[src/rtl/usb_keycode_queue.sv]
// usb_keycode_queue: diffs committed HID boot-keyboard reports into a press/release event FIFO
//   Avalon-MM slave (address/chipselect/write/read/writedata/readdata, read latency 1):
//     0 KEYS_LO slots 0..3, 1 KEYS_HI slots 4..7, 2 COMMIT, 3 STATUS {busy,rollover,overflow,count}
//   evt_valid/evt_data/evt_ready: event stream {press, keycode}
//   key_state: held-key bitmap, present only when USB_KEYCODE_BITMAP_EN is defined
module usb_keycode_queue #(
  parameter int KEY_SLOTS = 6,
  parameter int DEPTH = 16,
  parameter int CW = $clog2(DEPTH) + 1
) (
  input  logic         clk,
  input  logic         reset_n,
  input  logic [1:0]   address,
  input  logic         chipselect,
  input  logic         write,
  input  logic         read,
  input  logic [31:0]  writedata,
  output logic [31:0]  readdata,
  output logic         evt_valid,
  output logic [8:0]   evt_data,
  input  logic         evt_ready,
  output logic [255:0] key_state
);
  localparam int AW = $clog2(DEPTH);
  localparam int IW = (KEY_SLOTS > 1) ? $clog2(KEY_SLOTS) : 1;
  typedef enum logic [2:0] {IDLE, CHECK, REL, PRS, UPD} state_t;
  state_t state_q, state_d;
  logic [IW-1:0] idx_q, idx_d;
  logic [KEY_SLOTS-1:0][7:0] shadow_q, shadow_d, new_q, new_d, old_q, old_d;
  logic [31:0] rd_q, rd_d, st;
  logic ovf_q, ovf_d, rov_q, rov_d;
  logic [AW-1:0] wp_q, wp_d, rp_q, rp_d;
  logic [CW-1:0] cnt_q, cnt_d;
  logic [8:0] mem_q [DEPTH];
  logic [8:0] push_data;
  logic [63:0] sh;
  logic wr, rd, sw, last, has_err, hit, dup, push, push_ok, pop, full, ovf_set, rov_set;
  assign wr = chipselect & write;
  assign rd = chipselect & read;
  assign sw = wr && address == 2'd3;
  assign readdata = rd_q;
  assign evt_valid = cnt_q != '0;
  assign evt_data = evt_valid ? mem_q[rp_q] : '0;
  always_comb begin
    state_d = state_q;
    idx_d = idx_q;
    shadow_d = shadow_q;
    new_d = new_q;
    old_d = old_q;
    rov_set = 1'b0;
    push = 1'b0;
    push_data = '0;
    has_err = 1'b0;
    hit = 1'b0;
    dup = 1'b0;
    last = idx_q == IW'(KEY_SLOTS - 1);
    for (int i = 0; i < KEY_SLOTS; i++) begin
      if (wr && address == (i < 4 ? 2'd0 : 2'd1)) shadow_d[i] = writedata[8*(i%4) +: 8];
      has_err |= new_q[i] == 8'h01;
    end
    case (state_q)
      IDLE: if (wr && address == 2'd2) begin
        new_d = shadow_q;
        state_d = CHECK;
      end
      CHECK: begin
        idx_d = '0;
        rov_set = has_err;
        state_d = has_err ? IDLE : REL;
      end
      REL: begin
        // release only the first occurrence of an old key that vanished from the new report
        for (int j = 0; j < KEY_SLOTS; j++) begin
          hit |= new_q[j] == old_q[idx_q];
          dup |= (j < int'(idx_q)) && old_q[j] == old_q[idx_q];
        end
        push = old_q[idx_q] != 8'h00 && !hit && !dup;
        push_data = {1'b0, old_q[idx_q]};
        idx_d = last ? '0 : idx_q + IW'(1);
        state_d = last ? PRS : REL;
      end
      PRS: begin
        for (int j = 0; j < KEY_SLOTS; j++) begin
          hit |= old_q[j] == new_q[idx_q];
          dup |= (j < int'(idx_q)) && new_q[j] == new_q[idx_q];
        end
        push = new_q[idx_q] != 8'h00 && !hit && !dup;
        push_data = {1'b1, new_q[idx_q]};
        idx_d = last ? '0 : idx_q + IW'(1);
        state_d = last ? UPD : PRS;
      end
      UPD: begin
        old_d = new_q;
        state_d = IDLE;
      end
      default: state_d = IDLE;
    endcase
  end
  always_comb begin
    full = cnt_q == CW'(DEPTH);
    pop = evt_valid & evt_ready;
    // a pop in the same cycle frees the slot, so a full FIFO still accepts
    push_ok = push & (!full | pop);
    ovf_set = push & full & !pop;
    wp_d = wp_q + AW'(push_ok);
    rp_d = rp_q + AW'(pop);
    cnt_d = cnt_q + CW'(push_ok) - CW'(pop);
    ovf_d = (sw && writedata[16]) ? 1'b0 : ovf_q | ovf_set;
    rov_d = (sw && writedata[17]) ? 1'b0 : rov_q | rov_set;
    st = '0;
    st[CW-1:0] = cnt_q;
    st[16] = ovf_q;
    st[17] = rov_q;
    st[18] = state_q != IDLE;
    sh = 64'(shadow_q);
    rd_d = !rd ? rd_q : address == 2'd0 ? sh[31:0] : address == 2'd1 ? sh[63:32] : address == 2'd3 ? st : '0;
  end
  always_ff @(posedge clk or negedge reset_n) begin
    if (!reset_n) begin
      state_q <= IDLE;
      idx_q <= '0;
      shadow_q <= '0;
      new_q <= '0;
      old_q <= '0;
      rd_q <= '0;
      ovf_q <= 1'b0;
      rov_q <= 1'b0;
      wp_q <= '0;
      rp_q <= '0;
      cnt_q <= '0;
    end else begin
      state_q <= state_d;
      idx_q <= idx_d;
      shadow_q <= shadow_d;
      new_q <= new_d;
      old_q <= old_d;
      rd_q <= rd_d;
      ovf_q <= ovf_d;
      rov_q <= rov_d;
      wp_q <= wp_d;
      rp_q <= rp_d;
      cnt_q <= cnt_d;
    end
  end
  always_ff @(posedge clk) begin
    if (push_ok) mem_q[wp_q] <= push_data;
  end
`ifdef USB_KEYCODE_BITMAP_EN
  logic [255:0] key_q, key_d;
  // bitmap follows generated events even when the FIFO drops them
  always_comb begin
    key_d = key_q;
    if (push) key_d[push_data[7:0]] = push_data[8];
  end
  always_ff @(posedge clk or negedge reset_n) begin
    if (!reset_n) key_q <= '0;
    else key_q <= key_d;
  end
  assign key_state = key_q;
`else
  assign key_state = '0;
`endif
endmodule
[config.mk]
export PLATFORM = sky130hd
export DESIGN_NAME = usb_keycode_queue
export DESIGN_NICKNAME = d
export VERILOG_FILES = /design/src/rtl/usb_keycode_queue.sv
export SDC_FILE = /design/constraint.sdc
export NUM_CORES = 1
export LEC_CHECK = 0
export ABC_AREA = 1
export CORE_UTILIZATION = 25
export CTS_CLUSTER_DIAMETER = 150
export CTS_CLUSTER_SIZE = 30
export DETAILED_ROUTE_END_ITERATION = 10
export PLACE_DENSITY = 0.44
export SYNTH_ARGS = -nofsm -noshare
export SYNTH_HDL_FRONTEND = slang
export SYNTH_SLANG_ARGS = --single-unit
[constraint.sdc]
create_clock -name clk -period 3.7 [get_ports clk]
set_input_delay 0.74 -clock clk [delete_from_list [all_inputs] [get_ports clk]]
set_output_delay 0.74 -clock clk [all_outputs]
set_load 0.01 [all_outputs]
# Word level (Yosys, flattened, before mapping)
# Memory sizes are Yosys's and may differ from the RTL's.
# Cells that the tools add are included.
[classes] n_bitwise=34 magnitude_cmp=7 eq_ne=40 n_reduce_logical=37 addsub=5 n_mux=22
[op_table] op="$eq A8 B8 Y1" n=24
[op_table] op="$bmux W8 S3" n=2
[op_table] op="$eq A8 B1 Y1 const B" n=6
[op_table] op="$mux W19" n=2
[op_table] op="$mux W32" n=1
[op_table] op="$or A1 B1 Y1" n=28
[op_table] op="$logic_and A1 B1 Y1" n=22
[op_table] op="$pmux W9 S2" n=1
[op_table] op="$mux W8" n=2
[op_table] op="$reduce_bool A8 Y1" n=2
[op_table] op="$pmux W3 S4" n=1
[op_table] op="$mux W3" n=3
[op_table] op="$mux W9" n=1
[op_table] op="$add A4 B1 Y4" n=2
[op_table] op="$and A1 B1 Y1" n=6
[op_table] op="$eq A3 B2 Y1 const B" n=2
[op_table] op="$eq A3 B3 Y1 const B" n=2
[op_table] op="$logic_not A1 Y1" n=6
[op_table] op="$lt A1 B3 Y1 const A" n=2
[op_table] op="$lt A2 B3 Y1 const A" n=2
[op_table] op="$lt A3 B3 Y1 const A" n=2
[op_table] op="$mux W1" n=6
[op_table] op="$pmux W3 S2" n=1
[op_table] op="$add A5 B1 Y5" n=1
[op_table] op="17 further kinds" n=18
[totals] mem_bits_rw=144 out_inout_bits=298 input_bits=40 mem_count=1 regBits=197 wordCells=172
[mem_list] name="mem_q" words=16 width=9 rd=1 rd_ports_with_merged_regs=0 write_ports=1 line_no="34" rtl="logic [8:0] mem_q [DEPTH];"

# Logic depth before layout (Yosys ltp)
[depth] ltp_word=16 mapped_depth=26 ltp_nobuf=22

# Least setup slack after synthesis
# Ideal clock, no wire load.
[synth_path] kind="flip-flop to flip-flop" from="register state_q[2]" to="register cnt_q[4]" n_path_buf=1 required_ns=3.621 setup_time_ns=0.079 period_less_slack_ns=3.643 arrival_ns=3.564 setup_slack_ns=0.057 path_stages_with_launch=19 cell_sequence="dfrtp_1 nor2_1 inv_1 nor2_1 clkinv_1 nor2_1 nand2_1 nor2_1 nand3_1 nand2_2 nand2_4 buf_6 ha_1 inv_1 ha_1 inv_1 fa_1 o21ai_0 xor2_1"
[synth_between] elab_chain_cells=5 word_cells_on_any_way=6 cone_classes="add/sub (2); eq/ne (2); mux (1); bitwise (1)"
[synth_rtl] item="from (decl)" line_no="27" rtl="state_t state_q, state_d;"
[synth_rtl] item="from (signal assigned)" line_no="132" rtl="state_q <= state_d;"
[synth_rtl] item="$eq A3 B2 Y1" line_no="61" rtl="case (state_q)"
[synth_rtl] item="$pmux W1 S2 (*)" line_no="61"
[synth_rtl] item="$and A1 B1 Y1 (*)" line_no="103" rtl="push_ok = push & (!full | pop);"
[synth_rtl] item="$add A5 B1 Y5 (*)" line_no="107" rtl="cnt_d = cnt_q + CW'(push_ok) - CW'(pop);"
[synth_rtl] item="$sub A5 B1 Y5 (*)" line_no="107"
[synth_rtl] item="via cnt_d[4]" line_no="33" rtl="logic [CW-1:0] cnt_q, cnt_d;"
[synth_rtl] item="to (signal assigned)" line_no="142" rtl="cnt_q <= cnt_d;"
[synth_rtl] item="to (decl)" line_no="33"
# Mark *: on every way through the listed nets, which the timed path passes. The rest lies on a longest branch.
# A chain may end at the register's enable or synchronous reset.

# Worst setup path after layout
[layout_path] from="register idx_q[0]" to="register cnt_q[2]"
[layout_between] elab_chain_cells=15 word_cells_on_any_way=80 cone_classes="add/sub (2); order compare (6); eq/ne (24); mux (5); bitwise (21); reduce/logical (22)"
[layout_rtl] item="from (decl)" line_no="28" rtl="logic [IW-1:0] idx_q, idx_d;"
[layout_rtl] item="from (signal assigned)" line_no="133" rtl="idx_q <= idx_d;"
[layout_rtl] item="$bmux W8 S3 (on tied branches)"
[layout_rtl] item="$mux W8 (on tied branches)"
[layout_rtl] item="$eq A8 B8 Y1 (on tied branches)"
[layout_rtl] item="$or A1 B1 Y1 (tied with other cells)" line_no="84" rtl="hit |= old_q[j] == new_q[idx_q];"
[layout_rtl] item="$or A1 B1 Y1 (on tied branches) (4 in series)"
[layout_rtl] item="$logic_not A1 Y1 (tied with other cells)" line_no="87" rtl="push = new_q[idx_q] != 8'h00 && !hit && !dup;"
[layout_rtl] item="$logic_and A1 B1 Y1 (tied with other cells)" line_no="87"
[layout_rtl] item="$logic_and A1 B1 Y1 (on tied branches)" line_no="87, 77"
[layout_rtl] item="$pmux W1 S2 (*)" line_no="61"
[layout_rtl] item="$and A1 B1 Y1 (*)" line_no="103"
[layout_rtl] item="$add A5 B1 Y5 (*)" line_no="107"
[layout_rtl] item="$sub A5 B1 Y5 (*)" line_no="107"
[layout_rtl] item="via cnt_d[2]" line_no="33"
# Mark *: on every way through the listed nets, which the timed path passes. The rest lies on a longest branch. The select of a mux whose other input is x is not followed.

==> impl_results.md <==
- Outcome: complete, no violations
- Fin nets: 2,694
- Avg WL per Cell: 19.9 µm
- Fin crit share: 97.0%
- First-pass GRT wire length: 107,000 µm
- Post-route DRC: 0
- Place WS: -0.378 ns
- Max cap viols: 0
- Layer with the highest usage: met2
- Final ANT Viol Nets: 0
- Post-synthesis async set-or-reset flop share: 57.8%
- H-tree levels: 1
- Tightest Pin Transition: 1.06 ns
- Commonest non-fill, non-tap cell in the layout: nand2_1
- Number of core rows: 101
- Commonest cells after routing, fill and taps aside: nand2_1 (562), conb_1 (256), buf_4 (253), o21ai_0 (210), nor2_1 (198)
- Max Slew Vio Count: 0
- Initial core utilization: 25.4%
- Post-synthesis cell count: 2,339
- Die width: 281 µm
- Largest net degree at the start of global routing: 97
- Initial DRT Pass Iterations: 5
- RSZ-0062 raised after global routing: yes
- Fin Clk Skew: 0.0410 ns
- Synth top area cells: dfrtp_1 (25%), edfxtp_1 (22%), nand2_1 (11%)
- Sequential share of the synthesized area: 47.5%
- Post-Syn Area per Cell: 8.33 µm²
- Unique masters post-synth: 43
- N_diodes: 0
- Main flop type after synthesis: dfrtp_1
- Yosys warnings: 0
- Seq cells post-synth: 341
- Initial antenna violation count: 0
- Leak Pwr: 10.7 nW
- Via count: 16,200
- Fmax: 279 MHz
- Io pins: 338
- Port bufs: 81
- Required @ worst endpoint: 4.14 ns
- Syn Std Cell Area: 0.0195 mm²
- CP endpoint kind: register
- Area leader, netlist: dfrtp_1
- CTS tree: built
- Core ar.: 0.0766 mm²
- Root Driver: clkbuf_16
- Final hold vios: 0
- CTS Buf Count: 16
- Clock Pin Slew Worst Setup and Hold Paths: 0.12 ns
- Max-slew headroom: 28.5%
- Share of the synthesized area in the top cell type: 25.3%
- Placed Area: 0.0224 mm²
- Maximum vdd drop: 373 µV
- Vias/cell: 4.41
- Vias in the first global route: 15,800
- Die H: 281 µm
- Routing usage on met2: 31.3%
- HP Class: input port to asynchronous set/reset pin
- EDFF count, synth: 144
- Num Clock Sinks: 341
- DP Wirelength: 57,000 µm
- Worst-path fanout max: 8
- WS Path Type: register to register
- Setup WS post-layout: 0.110 ns
- Minimum clock period: 3.59 ns
- WL final: 73,100 µm
- GR Layer Usage met1: 23.7%
- Share of cells above drive strength 1: 17.0%
- Initial drt markers: 1,175
- Clk_lat worst skew: 0.56 ns
- All-Layer GR Usage: 18.2%
- Setup crit start kind: register
- Clock buffer depth: 3
- GR Util met3: 1.36%
- Layout area overhead: 21.5%
- Grt ovf: 0
- WP data arrival: 4.03 ns
- # fillers: 8,240
- Setup violations, final: 0
- Total die area: 0.0790 mm²
- Cell area after layout: 0.0237 mm²
- P per Cell Area: 942 mW/mm²
- RePlAce Congestion: 0.969
==> Yosys cell counts, drive strengths merged (2+ instances only) <==
cell,instances
nand2,581
buf,288
nor2,222
o21ai,218
inv,210
dfrtp,197
edfxtp,144
nand3,123
nand4,66
a21oi,65
clkbuf,63
xor2,54
o22ai,26
o221ai,23
o211ai,15
ha,11
nor3,11
nor4,5
clkinv,3
xnor2,3
a32oi,2
mux2i,2
o21a,2
==> flip-flops by register name, summed over array words and instances, names as in the netlist, 4 cells and up <==
| signal | count |
|---|---|
| sh | 48 |
| wp_q | 4 |
| old_q | 48 |
| mem_q | 144 |
| rp_q | 4 |
| cnt_q | 5 |
| new_q | 48 |
| readdata | 32 |
==> metrics by stage <==
stage          TNS, ns  util [%]  power, mW  instances  hold WS (ns)
6_report             0      30.9       22.3       3679         0.153
5_1_grt         -0.143      30.9       23.7       3679         0.179
4_1_cts              0      30.4       21.8       3668         0.156
3_5_place_dp    -14.27      29.2       19.0       3627         0.474
3_3_place_gp    -15.54      29.2       19.0       3627         0.468
2_1_floorplan        0         -       12.5       2594         0.444
==> routing by layer <==
layer,part of all wire (%),up-vias
met5,0,-
met4,4.4,0
met3,3.6,100
met2,49,452
met1,43,7949
li1,-,7738
==> final cells by class <==
cell class              instances  area, µm²  share of cell area (%)
clock buffers                  22        444                    1.88
clock inverters                 3       62.6                   0.264
inverters                     213        826                    3.49
multi-input cells            1689       8330                    35.2
flip-flops and latches        341       9260                    39.1
well taps                    1030       1290                    5.44
repair buffers                381       3460                    14.6
==> final timing paths <==
| kind | to | from | slack, ns | cells after the start |
|---|---|---|---|---|
| max in group asynchronous | sh[44] | reset_n | 2.70 | 2 |
| worst max register to register | cnt_q[2] | idx_q[0] | 0.11 | 24 |
| worst min-delay path | old_q[11] | reset_n | 0.15 | 1 |
| worst max-delay path | cnt_q[2] | idx_q[0] | 0.11 | 24 |
| min in group clk | old_q[42] | old_q[42] | 0.49 | 2 |
| worst min register to register | old_q[42] | old_q[42] | 0.49 | 2 |
==> what timing repair did <==
item / in CTS / in global routing
buffers inserted: 15 / 11
hold buffers: 0 / 0
gates resized for setup: 59 / 73
pin swaps: 15 / 36
setup endpoints to repair: 107 / 16
gates cloned: 1 / 0
==> cells by family after synthesis <==
group           after synthesis  share of synthesized area (%)
fa+ha+maj                    12                          0.809
xor+xnor                     57                           2.56
buf+inv                     564                           16.6
other cells                   1                         0.0192
flops                       341                           47.5
simple gates               1008                           22.3
compound gates              353                           10.0
mux                           3                          0.161
==> power by group <==
group / total [mW] / switching, mW / internal, mW
Clock: 2.21 / 1.32 / 0.890
Combinational: 14.4 / 8.86 / 5.51
Sequential: 5.72 / 0.584 / 5.13
==> worst max-delay path, stage by stage, from the launching register on <==
cell and delay [ns]:
dfrtp_2 0.48, inv_4 0.11, buf_12 0.12, buf_6 0.13, buf_4 0.10, nand2_1 0.06
nand3_2 0.09, nand3_2 0.11, buf_4 0.18, buf_4 0.12, o21ai_0 0.13, nor2_1 0.10
nand4_1 0.09, nand2_1 0.10, nor2_4 0.13, nand3_2 0.11, nand2_4 0.11, nand2_4 0.06
ha_4 0.23, inv_1 0.05, ha_2 0.17, inv_1 0.05, fa_2 0.36, buf_6 0.13
xnor2_2 0.12
Note: power is estimated with default switching activity, not from simulation.
